`config.mk`:
```
export PLATFORM = sky130hd
export DESIGN_NAME = sdram_host_arbiter
export DESIGN_NICKNAME = d
export VERILOG_FILES = /design/src/rtl/sdram_host_arbiter.sv
export SDC_FILE = /design/constraint.sdc
export NUM_CORES = 1
export LEC_CHECK = 0
export CAP_MARGIN = 30
export CORE_MARGIN = 10
export CORE_UTILIZATION = 40
export CTS_BUF_LIST = sky130_fd_sc_hd__clkbuf_16
export DETAILED_ROUTE_END_ITERATION = 10
export GPL_TIMING_DRIVEN = 0
export PLACE_DENSITY_LB_ADDON = 0.15
export SYNTH_ARGS = -nofsm -noshare
export SYNTH_HDL_FRONTEND = slang
export SYNTH_SLANG_ARGS = --single-unit
```
`constraint.sdc`:
```
create_clock -name clk -period 3.25 [get_ports clk]
set_clock_uncertainty 0.15 [all_clocks]
set_input_delay 0.65 -clock clk [delete_from_list [all_inputs] [get_ports clk]]
set_output_delay 0.65 -clock clk [all_outputs]
set_load 0.03 [all_outputs]
```
`src/rtl/sdram_host_arbiter.sv`:
```
`timescale 1ns/1ps
// -----------------------------------------------------------------------------
// sdram_host_arbiter
//
// Lets two independent requesters (for example a CPU and a video/DMA engine)
// share the single-word host port of an SDRAM controller. Only one transaction
// is in flight at a time. The arbiter accepts a request and registers its
// fields, then issues one rd_enable or wr_enable strobe. It follows the
// controller's busy signal until the transaction completes, and returns done
// (and read data) to the port that owns the transaction. If the controller
// never raises busy, the transaction is aborted with done+err.
//
// Ports
//   clk, rst_n              clock, asynchronous active-low reset
//   req*/wr*/addr*/wdata*   per-port request; the request level is held, with
//                           its fields stable, until gnt
//   gnt*                    one-cycle pulse: request accepted, fields latched
//   done*/err*              one-cycle completion pulse; err marks a timeout
//   rdata*                  read data; valid from done, held until the next
//                           read completes on that port
//   haddr/data_input        address and write data to the controller
//   data_output/busy        read data and busy from the controller
//   rd_enable/wr_enable     command strobes to the controller
//
// State | meaning
// ------+-----------------------------------------------------------------
// IDLE  | waiting for a request while the controller is not busy
// ISSUE | single cycle: gnt and one command strobe are high
// WBUSY | waiting for the controller to raise busy; timeout runs here
// WDONE | controller busy; completes on the first sample of busy low
// -----------------------------------------------------------------------------
module sdram_host_arbiter #(
  parameter int HADDR_WIDTH  = 24,
  parameter int DATA_WIDTH   = 16,
  parameter int BUSY_TIMEOUT = 15
) (
  input  logic                   clk,
  input  logic                   rst_n,

  input  logic                   req0,
  input  logic                   wr0,
  input  logic [HADDR_WIDTH-1:0] addr0,
  input  logic [DATA_WIDTH-1:0]  wdata0,
  output logic                   gnt0,
  output logic                   done0,
  output logic                   err0,
  output logic [DATA_WIDTH-1:0]  rdata0,

  input  logic                   req1,
  input  logic                   wr1,
  input  logic [HADDR_WIDTH-1:0] addr1,
  input  logic [DATA_WIDTH-1:0]  wdata1,
  output logic                   gnt1,
  output logic                   done1,
  output logic                   err1,
  output logic [DATA_WIDTH-1:0]  rdata1,

  output logic [HADDR_WIDTH-1:0] haddr,
  output logic [DATA_WIDTH-1:0]  data_input,
  input  logic [DATA_WIDTH-1:0]  data_output,
  input  logic                   busy,
  output logic                   rd_enable,
  output logic                   wr_enable
);

  localparam logic [1:0] S_IDLE  = 2'd0;
  localparam logic [1:0] S_ISSUE = 2'd1;
  localparam logic [1:0] S_WBUSY = 2'd2;
  localparam logic [1:0] S_WDONE = 2'd3;

  // The timeout is a down-counter. It is loaded in ISSUE, and the terminal
  // count is 0. With a load of BUSY_TIMEOUT-1, done/err land BUSY_TIMEOUT+1
  // cycles after ISSUE.
  localparam logic [7:0] TMO_LOAD = 8'(BUSY_TIMEOUT - 1);

  logic [1:0]  state;
  logic        owner;      // port that owns the in-flight transaction
  logic        op_wr;      // 1 = write in flight
  logic        last_gnt;   // port that most recently completed
  logic [7:0]  tmo_cnt;

  logic                   any_req;
  logic                   win;
  logic                   win_wr;
  logic [HADDR_WIDTH-1:0] win_addr;
  logic [DATA_WIDTH-1:0]  win_wdata;

  // Round-robin choice: a sole requester wins. On a tie, the port that did
  // not complete last wins.
  always_comb begin
    any_req   = req0 | req1;
    win       = 1'b0;
    if (req0 && req1) begin
      win = ~last_gnt;
    end else if (req1) begin
      win = 1'b1;
    end
    win_wr    = win ? wr1    : wr0;
    win_addr  = win ? addr1  : addr0;
    win_wdata = win ? wdata1 : wdata0;
  end

  always_ff @(posedge clk or negedge rst_n) begin
    if (!rst_n) begin
      state      <= S_IDLE;
      owner      <= 1'b0;
      op_wr      <= 1'b0;
      last_gnt   <= 1'b1;
      tmo_cnt    <= 8'd0;
      gnt0       <= 1'b0;
      gnt1       <= 1'b0;
      done0      <= 1'b0;
      done1      <= 1'b0;
      err0       <= 1'b0;
      err1       <= 1'b0;
      rd_enable  <= 1'b0;
      wr_enable  <= 1'b0;
      haddr      <= '0;
      data_input <= '0;
      rdata0     <= '0;
      rdata1     <= '0;
    end else begin
      // All strobes are single-cycle. Each one is cleared here unless it is
      // re-asserted below.
      gnt0      <= 1'b0;
      gnt1      <= 1'b0;
      done0     <= 1'b0;
      done1     <= 1'b0;
      err0      <= 1'b0;
      err1      <= 1'b0;
      rd_enable <= 1'b0;
      wr_enable <= 1'b0;

      case (state)
        S_IDLE: begin
          if (!busy && any_req) begin
            owner      <= win;
            op_wr      <= win_wr;
            haddr      <= win_addr;
            data_input <= win_wdata;
            gnt0       <= ~win;
            gnt1       <= win;
            rd_enable  <= ~win_wr;
            wr_enable  <= win_wr;
            state      <= S_ISSUE;
          end
        end

        S_ISSUE: begin
          tmo_cnt <= TMO_LOAD;
          state   <= S_WBUSY;
        end

        S_WBUSY: begin
          if (busy) begin
            state <= S_WDONE;
          end else if (tmo_cnt == 8'd0) begin
            done0    <= ~owner;
            done1    <= owner;
            err0     <= ~owner;
            err1     <= owner;
            last_gnt <= owner;
            state    <= S_IDLE;
          end else begin
            tmo_cnt <= tmo_cnt - 8'd1;
          end
        end

        S_WDONE: begin
          if (!busy) begin
            done0    <= ~owner;
            done1    <= owner;
            last_gnt <= owner;
            if (!op_wr) begin
              if (owner) begin
                rdata1 <= data_output;
              end else begin
                rdata0 <= data_output;
              end
            end
            state <= S_IDLE;
          end
        end

        default: state <= S_IDLE;
      endcase
    end
  end

endmodule

```
==> results.sh <==
export IMPL_synthTopCellsByArea="dfrtp_1 58%, mux2i_1 11%, mux2_2 9.3%, o21ai_0 5.4%, nand2_1 4.4%"
export IMPL_path_cells="clkdlybuf4s50_1 -> nor2_1 -> o211ai_1 -> clkbuf_1 -> clkbuf_1 -> o21ai_0"
export IMPL_die_x_um=120
export IMPL_fmax_mhz=389
export IMPL_antenna_found_initial=0
export IMPL_p_clk_share_pct=18.1
export IMPL_synth_main_ff_cell="dfrtp_1"
export IMPL_cts_resized=0
export IMPL_synth_most_common_cell="dfrtp_1"
export IMPL_hpwl_um=9170
export IMPL_wirelength_um=11600
export IMPL_start_util_pct=41.0
export IMPL_avgSynthCellArea_um2=12.0
export IMPL_routed_via_density=4.78
export IMPL_cts_buffers=9
export IMPL_p_seq_share_pct=33.3
export IMPL_ios=183
export IMPL_cts_tree="yes"
export IMPL_critical_path_class="input port to flip-flop"
export IMPL_intPower_w=0.00340
export IMPL_fillers=793
export IMPL_grt_pass1_vias=3533
export IMPL_drive_gt1_share_pct=13.2
export IMPL_ys_top_cells_by_count="92 x dfrtp_1, 47 x nand2_1, 44 x mux2i_1"
export IMPL_num_antenna_cells=0
export IMPL_synth_area_um2=3990
export IMPL_pwr_density_cell_nw_per_um2=901
export IMPL_grt_max_degree=60
export IMPL_htree_levels=3
export IMPL_synth_warning_count=0
export IMPL_final_hold_viol_count=0
export IMPL_drt_wirelength_per_cell_um=17.5
export IMPL_critPathMostFrequentCell="clkbuf_1"
export IMPL_area_delta_synth_final_pct=57.8
export IMPL_core_area_um2=9730
export IMPL_nets=631
export IMPL_dieArea_um2=14400
export IMPL_post_route_cell_area_um2=6290
export IMPL_async_reset_ff_share_pct=100
export IMPL_ys_seq_area_share_pct=58.4
export IMPL_ctsHoldBuffers=0
export IMPL_io_buffer_count=182
export IMPL_leakagePower_nw=2.78
export IMPL_overflow=0
export IMPL_place_gp_congestion=0.758
export IMPL_num_vias=3176
export IMPL_drtAntennaViolNets=0
export IMPL_cts_sinks=93
export IMPL_p_total_w=0.00566
export IMPL_hold_path_class="input port to asynchronous set/reset pin"
export IMPL_status="finished clean"
export IMPL_required_ns=3.29
export IMPL_drcViolationCount=0
export IMPL_rows=36
export IMPL_path_clk_slew_ns=0.07
export IMPL_clk_latency_ns=0.33
export IMPL_synth_seq_cells=93
export IMPL_crit_arrival_ns=2.62
export IMPL_layout_worst_path_cycle_share_pct=79.1
export IMPL_synthesis_nets=437
export IMPL_drt_pass1_iterations=4
export IMPL_postCtsSetupRepairBufs=0
export IMPL_grt_pass1_wl_um=18500
export IMPL_drtIter0Drc=160
export IMPL_synth_cell_type_count=38
export IMPL_synth_top_area_cell="dfrtp_1"
export IMPL_postSynthCellCount=333
export IMPL_p_comb_share_pct=48.5
export IMPL_drv_cap=0
export IMPL_die_y_um=120
export IMPL_synth_top_cell_area_share_pct=57.8
export IMPL_synth_edf_count=0
export IMPL_cts_root_buf="clkbuf_16"
export IMPL_switching_share_pct=39.9
export IMPL_cp_max_fo=10
export IMPL_cp_start_kind="input port"
export IMPL_utilization_pct=64.6
export IMPL_cp_slowest_cell="clkdlybuf4s50_1"
export IMPL_slew_violations=0
export IMPL_relSlewSlack_pct=60.6
export IMPL_clockBufferDepth=2
export IMPL_cp_end_kind="flip-flop"
export IMPL_rsz0062_at_grt="no"
export IMPL_period_minus_slack_ns=2.57
export IMPL_track_usage_pct=16.1
export IMPL_place_area_um2=6000
export IMPL_p_sw_w=0.00226
export IMPL_setup_viol=0
export IMPL_max_stage_delay_ns=0.61
export IMPL_peakVddDrop_v=0.000361
export IMPL_tightest_slew_ns=0.588
-- final timing paths --
path,cells after the start,slack [ns],start,end
setup / recovery,6,0.68,busy,haddr[19]
min in group clk,2,0.33,haddr[4],haddr[4]
setup reg to reg,6,1.13,state[0],haddr[19]
hold reg to reg,2,0.33,haddr[4],haddr[4]
max in group asynchronous,2,2.16,rst_n,last_gnt
hold / removal,1,0.11,rst_n,tmo_cnt[4]
-- metrics by stage --
| step | instances | hold WS (ns) | worst slack [ns] | setup TNS (ns) |
|---|---|---|---|---|
| final | 664 | 0.115 | 0.678 | 0 |
| after global routing | 664 | 0.142 | 0.472 | 0 |
| after CTS | 664 | 0.133 | 0.679 | 0 |
| after detailed placement | 649 | 0.319 | 0.321 | 0 |
| after global placement | 648 | 0.310 | -1.98 | -182.72 |
| after floorplan | 333 | 0.204 | 1.30 | 0 |
-- cell families after synthesis --
logic type               after synthesis  synth area share [%]
adder cells (fa/ha/maj)                1                 0.314
flip-flops                            93                  58.4
AO/OA/AOI/OAI                         55                  7.66
AND/OR/NAND/NOR                       81                  10.1
multiplexers                          77                  20.4
buffers and inverters                 26                  3.11
-- power groups by stage --
stage	clock network (W)	registers, W	logic, W
2_1_floorplan	0	0.00273	0.000673
3_3_place_gp	0	0.00188	0.00275
3_5_place_dp	0	0.00190	0.00278
4_1_cts	0.00105	0.00189	0.00279
5_1_grt	0.00110	0.00195	0.00293
6_report	0.00103	0.00189	0.00275
-- metal layers --
metal	track usage, %	up-vias	share of wire (%)
met5	0	-	0
met4	4.30	0	1.0
met3	7.64	10	10
met2	26.8	125	48
met1	18.1	1495	41
li1	-	1546	-
-- cell type report --
class / count / area, um^2 / share of cell area (%)
Sequential cell: 93 / 2330 / 37.0
Clock inverter: 6 / 63.8 / 1.01
Buffer: 19 / 97.6 / 1.55
Tap cell: 133 / 166 / 2.65
Inverter: 7 / 26.3 / 0.418
Clock buffer: 9 / 225 / 3.58
Timing Repair Buffer: 183 / 1850 / 29.4
Multi-Input combinational cell: 214 / 1530 / 24.4
-- critical path: cells and delay by family --
kind	cells	cell delay (ns)
AOI/OAI and AO/OA	2	0.39
buffers and inverters	3	1.44
and+or+nand+nor	1	0.13
-- state kept, by name, indices dropped and copies added (netlist names) --
register and count:
rd_enable 1, data_input 16, state 2, owner 1, rdata0 16, last_gnt 1
rdata1 16, err0 1, gnt0 1, tmo_cnt 8, wr_enable 1, haddr 24
op_wr 1, err1 1, done1 1, done0 1, gnt1 1
-- cell usage in the layout (no fill, tap or decap), drive strengths merged, types with 3 or more instances in the layout --
| cell | instances |
|---|---|
| buf | 13 |
| or3 | 5 |
| inv | 8 |
| o21ai | 45 |
| mux2 | 33 |
| o211ai | 3 |
| nor2 | 15 |
| clkdlybuf4s50 | 181 |
| nand2 | 47 |
| mux2i | 44 |
| dfrtp | 92 |
| clkbuf | 17 |
Note: power is estimated with default switching activity, not from simulation.
